--- src/rtl/fanout_pipe_tree.sv ---
// Pipelined, fanout-bounded distribution tree: one source word is copied
// to NUM_SINKS registered, maskable sinks with optional leaf inversion.
module fanout_pipe_tree #(
    parameter int WIDTH      = 1,
    parameter int NUM_SINKS  = 8,
    parameter int MAX_FANOUT = 4,
    parameter int INVERT     = 1,
    parameter int CNT_W      = 16
) (
    input  logic                       iccad_clk,
    input  logic                       iccad_rst,
    input  logic                       inp_valid,
    input  logic [WIDTH-1:0]           inp_data,
    input  logic [NUM_SINKS-1:0]       sink_mask,
    input  logic                       stall,
    output logic [NUM_SINKS-1:0]       out_valid,
    output logic [NUM_SINKS*WIDTH-1:0] out_data,
    output logic [CNT_W-1:0]           xfer_count
);

    function automatic int calc_levels(input int n, input int f);
        int     l;
        longint p;
        l = 1;
        p = f;
        if (f < 2) return 1;
        while (p < n) begin
            p = p * f;
            l++;
        end
        return l;
    endfunction

    localparam int LEVELS = calc_levels(NUM_SINKS, MAX_FANOUT);

    function automatic int pow_i(input int b, input int e);
        int r;
        r = 1;
        for (int i = 0; i < e; i++) r = r * b;
        return r;
    endfunction

    function automatic int node_cnt(input int k);
        int p;
        p = pow_i(MAX_FANOUT, LEVELS - 1 - k);
        return (NUM_SINKS + p - 1) / p;
    endfunction

    function automatic int node_off(input int k);
        int s;
        s = 0;
        for (int i = 0; i < k; i++) s = s + node_cnt(i);
        return s;
    endfunction

    localparam int NI = node_off(LEVELS - 1);

    if (NUM_SINKS < 1 || MAX_FANOUT < 2 || LEVELS > 8) begin : g_bad_cfg
        $error("fanout_pipe_tree: illegal NUM_SINKS/MAX_FANOUT/LEVELS");
    end

    logic [NUM_SINKS-1:0]       leaf_v;
    logic [NUM_SINKS-1:0]       leaf_m;
    logic [NUM_SINKS*WIDTH-1:0] leaf_d;

    if (LEVELS == 1) begin : g_flat
        assign leaf_v = {NUM_SINKS{inp_valid}};
        assign leaf_d = {NUM_SINKS{inp_data}};
        assign leaf_m = sink_mask;
    end else begin : g_tree
        // Interior nodes of all non-leaf levels, packed level by level.
        logic [NI-1:0]        nv_q;
        logic [NI*WIDTH-1:0]  nd_q;
        logic [NUM_SINKS-1:0] mp_q [LEVELS-1];

        for (genvar k = 0; k < LEVELS - 1; k++) begin : g_lvl
            for (genvar j = 0; j < node_cnt(k); j++) begin : g_node
                localparam int IDX = node_off(k) + j;
                logic             src_v;
                logic [WIDTH-1:0] src_d;
                if (k == 0) begin : g_root
                    assign src_v = inp_valid;
                    assign src_d = inp_data;
                end else begin : g_inner
                    localparam int P = node_off(k - 1) + j / MAX_FANOUT;
                    assign src_v = nv_q[P];
                    assign src_d = nd_q[P*WIDTH +: WIDTH];
                end
                always_ff @(posedge iccad_clk or posedge iccad_rst) begin
                    if (iccad_rst) begin
                        nv_q[IDX]              <= 1'b0;
                        nd_q[IDX*WIDTH +: WIDTH] <= '0;
                    end else if (!stall) begin
                        nv_q[IDX]              <= src_v;
                        nd_q[IDX*WIDTH +: WIDTH] <= src_d;
                    end
                end
            end
        end

        always_ff @(posedge iccad_clk or posedge iccad_rst) begin
            if (iccad_rst) begin
                for (int s = 0; s < LEVELS - 1; s++) mp_q[s] <= '0;
            end else if (!stall) begin
                mp_q[0] <= sink_mask;
                for (int s = 1; s < LEVELS - 1; s++) mp_q[s] <= mp_q[s-1];
            end
        end

        for (genvar i = 0; i < NUM_SINKS; i++) begin : g_leaf_src
            localparam int P = node_off(LEVELS - 2) + i / MAX_FANOUT;
            assign leaf_v[i] = nv_q[P];
            assign leaf_d[i*WIDTH +: WIDTH] = nd_q[P*WIDTH +: WIDTH];
        end

        assign leaf_m = mp_q[LEVELS-2];
    end

    logic [NUM_SINKS-1:0]       out_valid_d, out_valid_q;
    logic [NUM_SINKS*WIDTH-1:0] out_data_d, out_data_q;
    logic [CNT_W-1:0]           cnt_d, cnt_q;

    // Unselected sinks keep their last word, like a clock-gated cell.
    always_comb begin
        out_valid_d = leaf_v & leaf_m;
        out_data_d  = out_data_q;
        for (int i = 0; i < NUM_SINKS; i++) begin
            if (out_valid_d[i]) begin
                out_data_d[i*WIDTH +: WIDTH] = (INVERT != 0) ?
                    ~leaf_d[i*WIDTH +: WIDTH] : leaf_d[i*WIDTH +: WIDTH];
            end
        end
        cnt_d = cnt_q;
        if ((|out_valid_d) && (cnt_q != {CNT_W{1'b1}})) begin
            cnt_d = cnt_q + CNT_W'(1);
        end
    end

    always_ff @(posedge iccad_clk or posedge iccad_rst) begin
        if (iccad_rst) begin
            out_valid_q <= '0;
            out_data_q  <= '0;
            cnt_q       <= '0;
        end else if (!stall) begin
            out_valid_q <= out_valid_d;
            out_data_q  <= out_data_d;
            cnt_q       <= cnt_d;
        end
    end

    assign out_valid  = out_valid_q;
    assign out_data   = out_data_q;
    assign xfer_count = cnt_q;

endmodule

--- config.mk ---
export PLATFORM = sky130hd
export DESIGN_NAME = fanout_pipe_tree
export DESIGN_NICKNAME = d
export VERILOG_FILES = /design/src/rtl/fanout_pipe_tree.sv
export SDC_FILE = /design/constraint.sdc
export NUM_CORES = 1
export LEC_CHECK = 0
export ABC_AREA = 1
export CAP_MARGIN = 10
export CORE_UTILIZATION = 55
export DETAILED_ROUTE_END_ITERATION = 12
export PLACE_DENSITY = 0.89
export SKIP_LAST_GASP = 1
export SYNTH_ARGS = -nofsm -noshare
export SYNTH_HDL_FRONTEND = slang
export SYNTH_SLANG_ARGS = --single-unit
--- constraint.sdc ---
create_clock -name iccad_clk -period 3.6 [get_ports iccad_clk]
set_input_delay 0.54 -clock iccad_clk [delete_from_list [all_inputs] [get_ports iccad_clk]]
set_output_delay 0.54 -clock iccad_clk [all_outputs]
set_load 0.005 [all_outputs]
## Word level (Yosys, flattened, before mapping)

Index checks and enable logic that the tools add are counted.

- Flip-flop bits (word level): 42
- Input bits: 13
- Output and inout bits: 32
- Word-level logic and storage cells: 29

- Add/subtract/negate cells: 1
- Equal/unequal tests: 1
- Bitwise operators: 3
- Reduce and logical (&&, ||, !) cells: 11

Operator list:

| operator | number |
|---|---|
| $reduce_and A2 Y1 | 9 |
| $add A16 B1 Y16 const B | 1 |
| $ne A16 B16 Y1 const B | 1 |
| $and A8 B8 Y8 | 1 |
| $reduce_or A8 Y1 | 1 |
| $not A1 Y1 | 2 |
| $logic_and A1 B1 Y1 | 1 |

## Longest topological paths before layout

Gate-level depths: netlist of the first run.

- Depth after elaboration: 4
- Mapped depth: 9
- Depth with buffers taken out: 9

## Worst setup path before layout of the first run

Ideal clock, no wire load.

- Kind: reg-to-reg
- Start: register cnt_q[0], in the netlist xfer_count[0]
- End: register cnt_q[11], in the netlist xfer_count[11]
- Setup time: 0.117 ns
- Arrival: 1.291 ns
- Data required time: 3.483 ns
- Path slack: 2.193 ns
- Cell stages (with the launch flop): 10
- Buffers on the path: 1
- Period minus slack after synthesis: 1.407 ns
- Path through: dfrtp_1 ha_1 nand2_1 nor2_4 nand2_4 nor2_4 nor2_4 buf_12 nand2_1 nand2_1

- Word-level cells in the longest chain between the ends: 3
- Elaborated cells on any way between the ends: 4
- Classes of those cells: add/sub (1); eq/ne (1); reduce/logical (2)

Ends and longest elaborated chain:

| element | RTL line | source |
|---|---|---|
| start: declaration | 121 | `logic [CNT_W-1:0] cnt_d, cnt_q;` |
| start signal: assignment | 147 | `cnt_q <= cnt_d;` |
| parallel branches: the longest is 3 deep, another holds $add A16 B1 Y16 | n/a |  |

Several ways; the timed one is not identified.
A chain may end at the register's enable or synchronous reset.

## Final worst setup path of the first run

- Start: input stall
- End: register cnt_q[3], in the netlist xfer_count[3]

- Word-level cells in the longest chain between the ends: 2

Ends and longest elaborated chain:

| element | RTL line | source |
|---|---|---|
| start: declaration | 15 | `input logic stall,` |
| $not A1 Y1 (no source line) | n/a |  |
| $reduce_and A2 Y1 (no source line) | n/a |  |

Every way passes these cells.

==> impl_results.md, run 1 <==
* Status: finished, final reports clean
* # DRC at 0
* Htree depth at 2
* Cell taking the most area after synthesis: dfrtp_1
* Worst Skew at 5.35 ps
* Leakage at 0.00131 uW
* WL met1 at 1980 um
* Initial antenna violation count at 0
* Most frequent cells in the layout: 114 x nand2_1, 44 x clkdlybuf4s50_1, 42 x dfrtp_1, 27 x nand3_1, 15 x inv_1
* Final worst path period share at 56.8%
* Iteration-0 DRC Markers at 186
* CP Cell Sequence: clkdlybuf4s50_1 > buf_4 > inv_1 > buf_4 > nand3_4 > nand2_1 > nand2_1
* Largest net degree at the start of global routing at 43
* Routed vias at 1870
* DR top layer: met4
* Worst skew pair latency at 290 ps
* Die W at 64.5 um
* Post-cts resize count at 0
* Top Ports at 45
* CP Launch Type: input port
* Max-cap violations at 0
* Crit path time final at 2040 ps
* Synth Area per Inst at 8.12 um2
* Final setup TNS at 0 ps
* Total grt overflow at 0
* PD cells at 456 nW/um2
* Required time worst endpoint at 3790 ps
* Core area at 3720 um2
* Met3 routed WL at 174 um
* Post-synthesis cell type count at 24
* HP Class: register to register
* GR Util All Layers at 24.4%
* CP max stage cell: inv_1
* Share of cells above drive strength 1 at 10.3%
* Post-Syn Area at 2150 um2
* Die height at 64.5 um
* Yosys top cell area share at 48.9%
* Nets at 325
* Vias/cell at 5.19
* Relative slew slack at 61.3%
* Worst-margin pin slew at 580 ps
* Post-synthesis async set-or-reset flop share at 100%
* CTS Buf Count at 5
* Fin. max-slew vios at 0
* Post-CTS setup buffer count at 0
* Clock Power Share at 24.0%
* Fillers at 294
* Worst vdd ir at 0.331 mV
* Reg power frac at 50.2%
* Place WS at 1240 ps
* Buffers on Ports at 44
* DR WL met2 at 2240 um
* Pwr Total at 1230 uW
* FF+latch count, synth at 42
* Number of global-route vias before repair at 1789
* Syn. warnings at 0
* DPL Wire Length at 3130 um
* Int Pwr at 849 uW
* Worst Path Arrival at 2230 ps
* Mapped Cells at 265
* Routability cong. at 0.884
* Post-route cell area at 2690 um2
* Crit-path max cell delay at 460 ps
* CP max FO at 24
* Syn-to-layout area delta at 25.2%
* Final Hold Viols at 0
* Clock-pin slew on the worst setup and hold paths at 80 ps
* CTS root buf: clkbuf_8
* Sequential fraction of the synthesis area at 48.9%
* WHS at 492 ps
* Setup crit end kind: register
* Finish-stage setup viols at 0
* Detail Route Antenna Nets at 0
* Net Switching at 379 uW
* TritonRoute pass-1 iters at 4
* Synth Flop Type: dfrtp_1
* Routed wire length per instance at 12.4 um
* Starting density of the core at 57.9%
* Top cells by area, synth: dfrtp_1 49%, nand2_1 20%, nand3_1 6.3%
* Final WS setup at 1560 ps
* Number of synthesized flops with an enable pin at 0
* Logic pwr share at 25.8%
* CTS Sinks at 42
* Mapped Nets at 279
* Unrepaired setup endpoints after global routing: no
* Area of the die at 4160 um2
* Setup CP Type: input port to register
* Routed WL at 4470 um
* First-pass GRT wire length at 7830 um
* Antenna diodes at 0
* Row count at 22
* Most common cell after layout, fill and taps aside: nand2_1
* Sw frac at 30.9%
* Max Root-Sink Buffers at 2
* TritonCTS clock tree: yes
* Post-Place Cell Area at 2610 um2
* Achievable Freq at 489 MHz
* Hold-fix buffers, CTS at 0
[flip-flops by register name (all words and copies together), names as in the netlist]
signal / cells
xfer_count: 16
out_data: 8
out_valid: 8
g_tree.nv_q: 1
g_tree.mp_q: 8
g_tree.nd_q: 1
[worst paths after layout]
check                               startpoint              to  slack [ps]  cells past startpoint
worst min-delay path               out_data[7]     out_data[7]         490                      2
max in group asynchronous            iccad_rst  xfer_count[13]        2560                      3
min in group asynchronous            iccad_rst     out_data[5]         680                      3
worst max-delay path                     stall   xfer_count[3]        1560                      7
worst min register to register     out_data[7]     out_data[7]         490                      2
worst max register to register  g_tree.nv_q[1]  xfer_count[15]        1910                      6
[cell usage after synthesis (all sizes together), types with 2 or more instances]
master and instances:
buf 8, dfrtp 42, inv 16, nand2 117
nand3 38, nand4 3, nor2 21, o21ai 12
xnor2 2, xor2 3
[stage by stage]
step	instances	util (%)
global route	360	72.5
CTS	360	72.5
finish	360	72.5
floorplan	265	-
detailed placement	352	70.2
global placement	352	70.2
[metal layers]
layer	global-route usage [%]	up-vias
met5	0	-
met4	7.50	0
met3	5.28	7
met2	41.2	53
met1	31.4	883
li1	-	927
[worst max-delay path, delay by kind of cell]
family,cells,cell delay [ps]
and+or+nand+nor,3,290
buffers and inverters,4,1400
[area by class of cell]
cell class                 count  area, um2  area share [%]
sequential                    42       1050            39.0
clock buffer                   6       72.6            2.69
clock inverter                 2       13.8           0.511
tap                           48       60.1            2.23
multi-input combinational    199        973            36.1
timing repair buffer          47        463            17.2
inverter                      16       60.1            2.23
[kinds of logic after synthesis]
| family | count (synthesis) | share of synthesized area, % |
|---|---|---|
| adders and majority gates | 1 | 0.582 |
| and+or+nand+nor | 181 | 39.8 |
| AOI/OAI and AO/OA | 12 | 2.79 |
| buffers and inverters | 24 | 5.87 |
| xor gates and xnor gates | 5 | 2.04 |
| DFF | 42 | 48.9 |
[power by group through the flow]
stage	clock network, uW	registers [uW]	logic, uW
5_1_grt	319	628	354
4_1_cts	299	617	321
3_3_place_gp	0	620	307
2_1_floorplan	0	612	168
3_5_place_dp	0	624	318
6_report	295	617	316
No activity file was read; power rests on OpenSTA's default activity.
==> inputs of run 2 (changes only) <==
--- a/config.mk
+++ b/config.mk
@@ -7,9 +7,9 @@
 export LEC_CHECK = 0
 export ABC_AREA = 1
 export CAP_MARGIN = 10
-export CORE_UTILIZATION = 55
+export CORE_UTILIZATION = 46
 export DETAILED_ROUTE_END_ITERATION = 12
-export PLACE_DENSITY = 0.89
+export PLACE_DENSITY = 0.8
 export SKIP_LAST_GASP = 1
 export SYNTH_ARGS = -nofsm -noshare
 export SYNTH_HDL_FRONTEND = slang
==> constraint.sdc (replaced) <==
create_clock -name iccad_clk -period 1.8 [get_ports iccad_clk]
set_input_delay 0.27 -clock iccad_clk [delete_from_list [all_inputs] [get_ports iccad_clk]]
set_output_delay 0.27 -clock iccad_clk [all_outputs]
set_load 0.005 [all_outputs]
==> run 2 against run 1 <==
Compared with the run above:
- wire length grew 0.94%
- die area grew 19%
- non-clock buffer count grew 4
- hold slack lost 170 ps
- global-route usage shrank 4.5 points
- largest cell class unchanged
- clock-buffer cell count is the same
- critical path depth shrank 6
- combinational power grew 110%
==> impl_results.md, run 2 (same netlist as run 1, synthesis figures left out) <==
* Area of the die at 4950 um2
* Htree depth at 2
* Worst vdd ir at 0.539 mV
* CTS Sinks at 42
* Final core area utilization at 63.2%
* Most common cell after layout, fill and taps aside: nand2_1
* Int Pwr at 1860 uW
* Die W at 70.4 um
* Post-cts resize count at 0
* GR Util All Layers at 19.9%
* CP max FO at 7
* Clock-pin slew on the worst setup and hold paths at 80 ps
* Core area at 4410 um2
* Net Switching at 764 uW
* Number of global-route vias before repair at 1714
* Fin. max-slew vios at 0
* DPL Wire Length at 3230 um
* Most frequent cells in the layout: 114 x nand2_1, 44 x clkdlybuf4s50_1, 42 x dfrtp_1, 27 x nand3_1, 15 x inv_1
* WHS at 320 ps
* Max-cap violations at 0
* Buffer and inverter count on the worst path at 1
* Final setup TNS at 0 ps
* Largest net degree at the start of global routing at 43
* Buffers on Ports at 44
* Achievable Freq at 622 MHz
* HP Class: input port to async pin
* Relative slew slack at 79.4%
* Iteration-0 DRC Markers at 161
* CTS root buf: clkbuf_8
* Final Hold Viols at 0
* Row count at 24
* CP Cell Sequence: clkdlybuf4s50_1
* Die height at 70.4 um
* Antenna diodes at 0
* Initial antenna violation count at 0
* CP Launch Type: register
* Setup CP Type: register to primary output
* CTS Buf Count at 5
* Final worst path period share at 89.3%
* Hold-fix buffers, CTS at 0
* CP max stage cell: clkdlybuf4s50_1
* Setup crit end kind: primary output
* Status: finished, final reports clean
* Required time worst endpoint at 1530 ps
* Routability cong. at 0.852
* Worst-margin pin slew at 309 ps
* Nets at 329
* Sw frac at 29.1%
* Total grt overflow at 0
* TritonCTS clock tree: yes
* TritonRoute pass-1 iters at 4
* Post-CTS setup buffer count at 0
* Syn-to-layout area delta at 29.7%
* Unrepaired setup endpoints after global routing: no
* Starting density of the core at 48.7%
* Routed vias at 1884
* Detail Route Antenna Nets at 0
* Clock Power Share at 28.2%
* Finish-stage setup viols at 0
* Max Root-Sink Buffers at 2
* Worst skew pair latency at 300 ps
* Leakage at 0.00135 uW
* Routed WL at 4510 um
* Share of cells above drive strength 1 at 11.4%
* Worst Path Arrival at 1340 ps
* Crit path time final at 1610 ps
* Reg power frac at 46.6%
* Routed wire length per instance at 12.2 um
* Max FFs per register at 16
* Logic pwr share at 25.1%
* Delay-heaviest family, CP: buffers and inverters
* Top Ports at 45
* Worst Skew at 3.12 ps
* Crit-path max cell delay at 550 ps
* PD cells at 941 nW/um2
* # DRC at 0
* Vias/cell at 5.12
* First-pass GRT wire length at 7700 um
[run 2: cell types whose count changed in the layout (fill, tap and decap cells not counted)]
cell / delta
clkinv_2: -1
clkinv_4: -1
buf_12: +3
clkinvlp_4: +1
bufinv_16: +1
buf_4: +1
[run 2: per-layer routing]
| layer | global-route usage, % | part of all wire, % |
|---|---|---|
| met5 | 0 | 0 |
| met4 | 6.22 | 1.3 |
| met3 | 4.76 | 6.4 |
| met2 | 33.5 | 49 |
| met1 | 25.1 | 44 |
[run 2: final cells by class]
class,count,area [um2]
Tap cell,52,65.1
Timing Repair Buffer,51,531
Clock buffer,6,72.6
Multi-Input combinational cell,199,973
Fill cell,391,1620
Inverter,16,60.1
Clock inverter,2,37.5
Sequential cell,42,1050
[run 2: worst paths after layout]
kind / cells past startpoint / end / slack (ps) / startpoint
worst max register to register: 9 / xfer_count[7] / 230 / xfer_count[0]
max in group asynchronous: 3 / xfer_count[13] / 1280 / iccad_rst
worst min-delay path: 3 / xfer_count[12] / 320 / iccad_rst
worst min register to register: 2 / out_data[1] / 490 / out_data[1]
worst max-delay path: 1 / xfer_count[3] / 190 / xfer_count[3]
min in group iccad_clk: 2 / out_data[1] / 490 / out_data[1]
[run 2: metrics by stage]
stage / cell area, um2 / std cells / total power [uW] / setup WS (ps)
after CTS: 2790 / 368 / 2650 / 180
after floorplan: 2150 / 265 / 1560 / 393
final: 2790 / 368 / 2620 / 192
after global routing: 2790 / 368 / 2790 / 115
after detailed placement: 2680 / 360 / 1910 / 234
after global placement: 2680 / 360 / 1890 / 262
[run 2: power by group through the flow]
| stage | sequential (uW) | clock, uW | combinational [uW] |
|---|---|---|---|
| 6_report | 1220 | 741 | 660 |
| 5_1_grt | 1250 | 795 | 739 |
| 4_1_cts | 1230 | 761 | 668 |
| 3_5_place_dp | 1240 | 0 | 665 |
| 3_3_place_gp | 1240 | 0 | 648 |
| 2_1_floorplan | 1220 | 0 | 336 |
==> inputs of run 3 (changes only) <==
--- a/config.mk
+++ b/config.mk
@@ -8,6 +8,7 @@
 export ABC_AREA = 1
 export CAP_MARGIN = 10
 export CORE_UTILIZATION = 46
+export CTS_CLUSTER_DIAMETER = 200
 export DETAILED_ROUTE_END_ITERATION = 12
 export PLACE_DENSITY = 0.8
 export SKIP_LAST_GASP = 1
==> results of run 3 <==
Final layout, timing and power as in run 2 (identical DEF).
